==> src/rtl/mips31_pkg.sv <==
// Shared fetch-stage definitions: ROM geometry, reset PC, fetch FSM states and fault codes.
package mips31_pkg;

    localparam logic [31:0] RESET_PC    = 32'h0040_0000;
    localparam int          IMEM_ADDR_W = 11;

    localparam logic [0:0] FETCH_RUN   = 1'b0;
    localparam logic [0:0] FETCH_FAULT = 1'b1;

    localparam logic [1:0] FAULT_NONE     = 2'b00;
    localparam logic [1:0] FAULT_MISALIGN = 2'b01;
    localparam logic [1:0] FAULT_RANGE    = 2'b10;

    typedef struct packed {
        logic [31:0] pc;
        logic [31:0] inst;
    } fetch_entry_t;

    // Misalignment is reported in preference to a range violation.
    function automatic logic [1:0] fetch_fault_cause(input logic misaligned,
                                                     input logic out_of_range);
        if (misaligned)        return FAULT_MISALIGN;
        else if (out_of_range) return FAULT_RANGE;
        else                   return FAULT_NONE;
    endfunction

endpackage

==> src/rtl/fetch_fifo.sv <==
// Small synchronous FIFO for fetched {pc, inst} words; flush empties it after any same-cycle pop.
module fetch_fifo #(
    parameter int DEPTH = 2,
    parameter int WIDTH = 64
) (
    input  logic                   clk,
    input  logic                   rst,
    input  logic                   push,
    input  logic                   pop,
    input  logic                   flush,
    input  logic [WIDTH-1:0]       din,
    output logic [WIDTH-1:0]       dout,
    output logic [$clog2(DEPTH):0] count
);

    localparam int PW = $clog2(DEPTH);
    localparam int CW = PW + 1;

    logic [WIDTH-1:0] mem_q [DEPTH];
    logic [WIDTH-1:0] mem_d [DEPTH];
    logic [PW-1:0]    wr_ptr_q, wr_ptr_d;
    logic [PW-1:0]    rd_ptr_q, rd_ptr_d;
    logic [CW-1:0]    count_q, count_d;
    logic             pop_eff;
    logic             push_eff;

    assign pop_eff  = pop && (count_q != '0);
    assign push_eff = push && !flush && ((count_q < CW'(DEPTH)) || pop_eff);

    always_comb begin
        mem_d    = mem_q;
        wr_ptr_d = wr_ptr_q;
        rd_ptr_d = rd_ptr_q;
        count_d  = count_q;
        if (flush) begin
            wr_ptr_d = '0;
            rd_ptr_d = '0;
            count_d  = '0;
        end else begin
            if (pop_eff) begin
                rd_ptr_d = rd_ptr_q + PW'(1);
            end
            if (push_eff) begin
                mem_d[wr_ptr_q] = din;
                wr_ptr_d        = wr_ptr_q + PW'(1);
            end
            count_d = count_q + CW'(push_eff) - CW'(pop_eff);
        end
    end

    always_ff @(posedge clk) begin
        if (rst) begin
            wr_ptr_q <= '0;
            rd_ptr_q <= '0;
            count_q  <= '0;
        end else begin
            wr_ptr_q <= wr_ptr_d;
            rd_ptr_q <= rd_ptr_d;
            count_q  <= count_d;
        end
    end

    // Storage needs no reset: the head is only observed while count is non-zero.
    always_ff @(posedge clk) begin
        mem_q <= mem_d;
    end

    assign dout  = mem_q[rd_ptr_q];
    assign count = count_q;

endmodule

==> src/rtl/imem_fetch_ctrl.sv <==
// Instruction-fetch sequencer: owns the fetch PC, indexes the async ROM, buffers words for decode,
// handles redirects with flush and halts on misaligned or out-of-window fetches.
module imem_fetch_ctrl
    import mips31_pkg::*;
#(
    parameter int          ADDR_W   = IMEM_ADDR_W,
    parameter logic [31:0] RESET_PC = mips31_pkg::RESET_PC,
    parameter int          DEPTH    = 2
) (
    input  logic              clk,
    input  logic              rst,
    output logic [ADDR_W-1:0] imem_addr,
    input  logic [31:0]       imem_inst,
    input  logic              redirect_valid,
    input  logic [31:0]       redirect_pc,
    output logic              out_valid,
    input  logic              out_ready,
    output logic [31:0]       out_inst,
    output logic [31:0]       out_pc,
    output logic              fault,
    output logic [1:0]        fault_cause
);

    localparam int          CW           = $clog2(DEPTH) + 1;
    localparam logic [31:0] WINDOW_BYTES = 32'(64'd4 << ADDR_W);

    logic [31:0]  fetch_pc_q, fetch_pc_d;
    logic [0:0]   state_q, state_d;
    logic [1:0]   cause_q, cause_d;

    logic [31:0]  pc_off;
    logic         misaligned;
    logic         out_of_range;
    logic         in_window;
    logic         deq;
    logic         push;
    logic [CW-1:0] fifo_count;
    fetch_entry_t push_entry;
    fetch_entry_t head_entry;

    assign pc_off       = fetch_pc_q - RESET_PC;
    assign misaligned   = (fetch_pc_q[1:0] != 2'b00);
    assign out_of_range = (pc_off >= WINDOW_BYTES);
    assign in_window    = !misaligned && !out_of_range;
    assign imem_addr    = pc_off[ADDR_W+1:2];

    assign out_valid = (fifo_count != '0);
    assign deq       = out_valid && out_ready;

    // A slot frees up when decode takes the head in the same cycle, so a full FIFO still streams.
    assign push = (state_q == FETCH_RUN) && in_window && !redirect_valid
               && ((fifo_count < CW'(DEPTH)) || deq);

    assign push_entry = '{pc: fetch_pc_q, inst: imem_inst};

    always_comb begin
        fetch_pc_d = fetch_pc_q;
        state_d    = state_q;
        cause_d    = cause_q;
        if (redirect_valid) begin
            fetch_pc_d = redirect_pc;
            state_d    = FETCH_RUN;
            cause_d    = FAULT_NONE;
        end else if (state_q == FETCH_RUN) begin
            if (!in_window) begin
                state_d = FETCH_FAULT;
                cause_d = fetch_fault_cause(misaligned, out_of_range);
            end else if (push) begin
                fetch_pc_d = fetch_pc_q + 32'd4;
            end
        end
    end

    always_ff @(posedge clk) begin
        if (rst) begin
            fetch_pc_q <= RESET_PC;
            state_q    <= FETCH_RUN;
            cause_q    <= FAULT_NONE;
        end else begin
            fetch_pc_q <= fetch_pc_d;
            state_q    <= state_d;
            cause_q    <= cause_d;
        end
    end

    fetch_fifo #(
        .DEPTH (DEPTH),
        .WIDTH ($bits(fetch_entry_t))
    ) u_fifo (
        .clk   (clk),
        .rst   (rst),
        .push  (push),
        .pop   (deq),
        .flush (redirect_valid),
        .din   (push_entry),
        .dout  (head_entry),
        .count (fifo_count)
    );

    assign out_inst    = out_valid ? head_entry.inst : 32'd0;
    assign out_pc      = out_valid ? head_entry.pc   : 32'd0;
    assign fault       = (state_q == FETCH_FAULT);
    assign fault_cause = cause_q;

endmodule

==> config.mk <==
export PLATFORM = sky130hd
export DESIGN_NAME = imem_fetch_ctrl
export DESIGN_NICKNAME = d
export VERILOG_FILES = /design/src/rtl/mips31_pkg.sv /design/src/rtl/fetch_fifo.sv /design/src/rtl/imem_fetch_ctrl.sv
export SDC_FILE = /design/constraint.sdc
export NUM_CORES = 1
export LEC_CHECK = 0
export CAP_MARGIN = 40
export CORE_UTILIZATION = 50
export CTS_CLUSTER_SIZE = 14
export DETAILED_ROUTE_END_ITERATION = 12
export PLACE_DENSITY = 0.83
export REMOVE_ABC_BUFFERS = 1
export SLEW_MARGIN = 15
export SYNTH_ARGS = -nofsm -noshare
export SYNTH_HDL_FRONTEND = slang
export SYNTH_SLANG_ARGS = --single-unit
==> constraint.sdc <==
create_clock -name clk -period 9.75 [get_ports clk]
set_input_delay 1.4625 -clock clk [delete_from_list [all_inputs] [get_ports clk]]
set_output_delay 1.4625 -clock clk [all_outputs]
set_load 0.01 [all_outputs]
* Word-level counts from Yosys, hierarchy flattened *
Index checks and enable logic that the tools add are counted.

storage, ports and cells
  bits in registers = 167
  latch bits = 0
  RAM bits = 0
  memory bits (read-only) = 0
  input port bits = 68
  output and inout port bits = 79
  word-level logic and storage cells = 63
  memories kept = 0

cells by class
  add/subtract/negate cells = 6
  multiply operators = 0
  div/mod/pow operators = 0
  magnitude comparators = 5
  equal/unequal tests = 1
  shift operators = 0
  mux-type cells = 16
  bitwise gates (word level) = 5
  reduce and logical (&&, ||, !) cells = 22

operators by type and width
  kind                                                                     count
  64-bit 2-to-1 mux                                                        4
  32-bit 2-to-1 mux                                                        6
  128-bit bitwise mux                                                      1
  64-bit demux with 1-bit select                                           1
  32-bit by 3-bit adder with 32-bit output, second input constant          1
  32-bit by 14-bit >= comparator with 1-bit output, second input constant  1
  32-bit by 23-bit subtractor with 32-bit output, second input constant    1
  1-bit logical AND                                                        9
  2-bit nonzero test                                                       4
  2-bit >= comparator, second input constant                               2
  2-bit 2-to-1 mux                                                         2
  1-bit NOT with 2-bit output                                              2
  2-bit AND reduction                                                      2
  1-bit logical NOT                                                        3
  1-bit NOT                                                                3
  3-bit AND reduction                                                      1
  1-bit adder, second input constant                                       2
  2-bit by 1-bit adder with 2-bit output                                   1
  1-bit logical OR                                                         2
  2-bit by 1-bit < comparator with 1-bit output, second input constant     1
  2-bit < comparator, second input constant                                1
  1-bit 2-to-1 mux                                                         2
  2-bit inequality test, second input constant                             1
  2-bit OR reduction                                                       1
  2-bit by 1-bit subtractor with 2-bit output                              1

* Logic depth before layout (Yosys ltp) *
  depth after elaboration = 11
  mapped depth = 6
  mapped depth without buffers = 6

* Cells and area by module *
From an unflattened synthesis, not the netlist that was laid out.

second synthesis, totals
  cell total of the unflattened synthesis = 510
  area total of the unflattened synthesis = 7354.6 um^2

by module, submodules not included
  module           times used  cells each  area an instance (um^2)  sequential area each (um^2)
  fetch_fifo       1           222         5056.1                   3923.8
  imem_fetch_ctrl  1           288         2298.5                   700.7

* Worst setup path before layout *
OpenSTA, ideal clock, no wires.

  path type = input-to-reg
  start point = in out_ready
  end point = reg u_fifo.mem_q[100] in the netlist's numbering (enable)
  library setup time = 0.579 ns
  arrival = 6.735 ns
  data required time = 9.171 ns
  slack = 2.437 ns
  stages = 3
  path buffers = 0
  cell sequence = o21ai_1 -> nor3_2 -> nor3b_1

between the ends
  longest elaborated chain between the ends = 6
  elaborated cells between the ends (all ways) = 8
  those cells by class = reduce/logical (8)

RTL lines
  item                             RTL line               text
  from (decl)                      imem_fetch_ctrl.sv:17  input logic out_ready,
  1-bit logical AND *              imem_fetch_ctrl.sv:48  assign deq = out_valid && out_ready;
  1-bit logical OR                 imem_fetch_ctrl.sv:52  && ((fifo_count < CW'(DEPTH)) || deq);
  1-bit logical AND                imem_fetch_ctrl.sv:52
  1-bit logical AND                fetch_fifo.sv:28       assign push_eff = push && !flush && ((count_q < CW'(DEPTH)) || pop_eff);
  1-bit logical AND *              fetch_fifo.sv:28
  2-bit AND reduction (no line) *  n/a
  to (signal assigned)             fetch_fifo.sv:65       mem_q <= mem_d;
  to (decl)                        fetch_fifo.sv:19       logic [WIDTH-1:0] mem_q [DEPTH];

Every way passes the cells marked *; elsewhere a longest branch is shown, timed or not.
A chain may end at the register's enable or synchronous reset.

* Worst setup path after layout *
  start point = reg u_fifo.rd_ptr_q
  end point = out out_pc[25]

between the ends
  longest elaborated chain between the ends = 5

RTL lines
  item                                                  RTL line                text
  from (decl)                                           fetch_fifo.sv:22        logic [PW-1:0] rd_ptr_q, rd_ptr_d;
  from (signal assigned)                                fetch_fifo.sv:58        rd_ptr_q <= rd_ptr_d;
  1-bit NOT with 2-bit output (implied by the code)     fetch_fifo.sv:68        assign dout = mem_q[rd_ptr_q];
  64-bit 2-to-1 mux (implied by the code) (3 in a row)  fetch_fifo.sv:68
  32-bit 2-to-1 mux                                     imem_fetch_ctrl.sv:101  assign out_pc = out_valid ? head_entry.pc : 32'd0;
  to (decl)                                             imem_fetch_ctrl.sv:19   output logic [31:0] out_pc,

No other way between the ends. The select of a mux whose other input is x is not followed.

==> impl_metrics.env <==
export IMPL_synth_edf_count=128
export IMPL_fin_hold_viols=0
export IMPL_floorplan_initialDensity=0.5187
export IMPL_dieWidth_um=116.9
export IMPL_cp_end_kind="primary output"
export IMPL_syn_instance_count=475
export IMPL_yosysSeqAreaShare=0.7008
export IMPL_slew_limit_headroom=0.4495
export IMPL_grt_pass1_vias=4108
export IMPL_number_of_synthesized_register_bits=167
export IMPL_drt_first_pass_iters=4
export IMPL_hold_slack_ps=477.6
export IMPL_post_synth_top_count_cell="sky130_fd_sc_hd__edfxtp_1"
export IMPL_max_clock_freq_mhz=266.4
export IMPL_cts_buffers_inserted=17
export IMPL_timing_critical_path_max_delay_family="buffers and inverters"
export IMPL_final_design_area_no_fill_sq_um=8808
export IMPL_initial_antenna_violation_count=0
export IMPL_dieArea_sq_um=13660
export IMPL_startpoint="u_fifo.rd_ptr_q$_SDFFE_PP0P_"
export IMPL_pin_count=147
export IMPL_cts_setup_buffers=0
export IMPL_total_power_w=0.001529
export IMPL_max_vdd_ir_drop_v=0.00009388
export IMPL_synthDistinctLibCells=36
export IMPL_syn2layout_area_growth_pct=33.49
export IMPL_diodes=0
export IMPL_worst_setup_path_start_kind="register"
export IMPL_synth_top_area_frac=0.5825
export IMPL_clockRootBuffer="sky130_fd_sc_hd__clkbuf_16"
export IMPL_cp_max_delay_cell="sky130_fd_sc_hd__dfxtp_4"
export IMPL_post_cts_resized=0
export IMPL_grt_overflow=0
export IMPL_clock_latency_ps=420
export IMPL_route_detailed_wl_per_inst_um=16.60
export IMPL_gpl_final_weighted_congestion=0.7440
export IMPL_post_cts_hold_buffer_count=0
export IMPL_worst_r2r_startpoint="fetch_pc_q[24]$_SDFFE_PP0P_"
export IMPL_antenna_violating_nets_post_route=0
export IMPL_clock_period_minus_final_worst_setup_slack_ps=3754
export IMPL_postRouteWirelength_um=13190
export IMPL_final_count_of_negative_setup_slack_endpoints=0
export IMPL_synth_avg_cell_area_sq_um=13.89
export IMPL_drive_above_1_share=0.07544
export IMPL_final_core_util=0.6924
export IMPL_row_count=41
export IMPL_hold_path_cell_count=0
export IMPL_timing_setup_critical_path_class="reg2out"
export IMPL_outcome="complete, no violations"
export IMPL_clock_path_buffers=2
export IMPL_path_class_of_the_lowest_slack_min_delay_path="reg2reg"
export IMPL_timing_critical_path_depth=4
export IMPL_drc=0
export IMPL_synth_yosys_warnings=0
export IMPL_die_h_um=116.9
export IMPL_critical_path_fanout_max=37
export IMPL_tritoncts="yes"
export IMPL_ys_dominant_reg_cell="sky130_fd_sc_hd__edfxtp_1"
export IMPL_net_count_of_the_finished_layout=681
export IMPL_dpl_instance_area_sq_um=8163
export IMPL_cp_data_required_time_ps=8290
export IMPL_synth_largest_area_cell="sky130_fd_sc_hd__edfxtp_1"
export IMPL_h_tree_depth=4
export IMPL_rr_worst_depth=6
export IMPL_netlist_area_sq_um=6599
export IMPL_io_buffer_count=146
export IMPL_ys_async_sr_fraction=0
export IMPL_tightestPinTransition_ps=818.2
export IMPL_cts_sinks=167
export IMPL_timing_max_cap_violations=0
export IMPL_cp_slowest_stage_delay_ps=690
export IMPL_fillerInstances=900
export IMPL_synth_area_top_cells="sky130_fd_sc_hd__edfxtp_1, sky130_fd_sc_hd__mux2i_1, sky130_fd_sc_hd__dfxtp_1"
export IMPL_detail_route_vias_per_cell=5.223
export IMPL_first_iter_violations=267
export IMPL_hpwlAfterDp_um=8265
export IMPL_core_area_sq_um=12720
export IMPL_rsz0062_at_grt="no"
export IMPL_worst_hold_startpoint="fetch_pc_q[22]$_SDFFE_PP1P_"
export IMPL_grt_pass1_wl_um=19830
export IMPL_path_cells="buf_16, mux2i_1, nor2_1, clkdlybuf4s50_1"
export IMPL_arrival_ps=2290
export IMPL_finalCritPeriodShare=0.3850
export IMPL_setup_tns_final_ps=0
export IMPL_synth_top_cells_by_count="sky130_fd_sc_hd__edfxtp_1, sky130_fd_sc_hd__nor2_1, sky130_fd_sc_hd__mux2i_1, sky130_fd_sc_hd__dfxtp_1, sky130_fd_sc_hd__clkbuf_1"
export IMPL_powerDensity_nw_per_um2=173.5
export IMPL_cp_bufs_invs=2
export IMPL_pin_count_of_the_biggest_net_entering_global_routing=66
export IMPL_detailroute_via_count=4152
export IMPL_path_clk_slew_ps=60
export IMPL_final_report_max_slew_violation_count=0
export IMPL_global_route_usage_total=0.1976
export IMPL_cellLeakagePower_nw=2.936
export IMPL_skew_ps=13.22
layout make-up:
| cell class | count | area (sq um) | share of cell area |
|---|---|---|---|
| clock inverters | 11 | 118.9 | 0.01349 |
| well taps | 172 | 215.2 | 0.02443 |
| repair buffers | 153 | 1569 | 0.1781 |
| flip-flops and latches | 167 | 4628 | 0.5254 |
| multi-input cells | 260 | 1764 | 0.2003 |
| inverters | 11 | 41.29 | 0.004687 |
| clock buffers | 21 | 471.7 | 0.05355 |
cell usage in the layout (no fill, tap or decap), types with 3 or more instances in the layout:
cell                              instances
sky130_fd_sc_hd__clkdlybuf4s50_1        145
sky130_fd_sc_hd__edfxtp_1               128
sky130_fd_sc_hd__nor2_1                  99
sky130_fd_sc_hd__mux2i_1                 84
sky130_fd_sc_hd__dfxtp_1                 38
sky130_fd_sc_hd__clkbuf_16               18
sky130_fd_sc_hd__inv_1                   11
sky130_fd_sc_hd__o21ai_0                  8
sky130_fd_sc_hd__or3_1                    7
sky130_fd_sc_hd__a311oi_1                 7
sky130_fd_sc_hd__a21oi_1                  5
sky130_fd_sc_hd__xnor2_1                  5
sky130_fd_sc_hd__nand3_1                  4
sky130_fd_sc_hd__nor3_1                   4
sky130_fd_sc_hd__nand2_1                  4
sky130_fd_sc_hd__clkinv_2                 4
sky130_fd_sc_hd__buf_4                    4
sky130_fd_sc_hd__nor2b_1                  3
sky130_fd_sc_hd__and3_1                   3
sky130_fd_sc_hd__a211oi_1                 3
sky130_fd_sc_hd__ha_1                     3
sky130_fd_sc_hd__buf_16                   3
report_power, final:
group | internal, W | switching, W | total, W | leakage [nW]
combinational | 0.0000477 | 0.0000346 | 0.0000823 | 1.16
sequential | 0.000777 | 0.0000121 | 0.000789 | 1.49
clock | 0.000399 | 0.000259 | 0.000657 | 0.289
total | 0.00122 | 0.000305 | 0.00153 | 2.94
state kept, by name (all words and copies together), names as in the netlist:
| name | count |
|---|---|
| u_fifo.mem_q | 128 |
| fault_cause | 2 |
| fault | 1 |
| fetch_pc_q | 32 |
| u_fifo.count | 2 |
| u_fifo.rd_ptr_q | 1 |
| u_fifo.wr_ptr_q | 1 |
layer usage:
| metal | up-vias | wire, um | track usage | share of wire |
|---|---|---|---|---|
| li1 | 1984 | - | - | - |
| met1 | 2015 | 5474 | 0.2394 | 0.41 |
| met2 | 141 | 6684 | 0.3408 | 0.51 |
| met3 | 12 | 880 | 0.04995 | 0.067 |
| met4 | 0 | 155 | 0.07679 | 0.012 |
| met5 | - | 0 | 0 | 0 |
through the flow:
step	instances	setup slack (ps)
floorplan	438	2437
finish	795	5996
CTS	793	5924
global route	795	5880
detailed placement	761	5804
global placement	760	5889
final timing paths:
check | slack, ps | to
hold reg to reg | 480 | u_fifo.mem_q[118]$_DFFE_PP_
setup / recovery | 6000 | out_pc[25]
hold / removal | 480 | u_fifo.mem_q[118]$_DFFE_PP_
setup reg to reg | 6860 | u_fifo.mem_q[107]$_DFFE_PP_
logic make-up after synthesis:
logic type | Yosys count | synth area share
compound gates | 29 | 0.02958
buf+inv | 48 | 0.03394
flops | 167 | 0.7008
simple gates | 138 | 0.09461
fa+ha+maj | 3 | 0.005689
mux | 84 | 0.1274
xor+xnor | 6 | 0.007964
worst register-to-register path: stages (launching register included):
cell                      delay, ps
sky130_fd_sc_hd__dfxtp_1        330
sky130_fd_sc_hd__nor4_1         730
sky130_fd_sc_hd__nand2_1        220
sky130_fd_sc_hd__nor3_2         500
sky130_fd_sc_hd__nor3b_2        250
sky130_fd_sc_hd__buf_4          180
sky130_fd_sc_hd__buf_16         290
(Power assumes the default switching activity.)
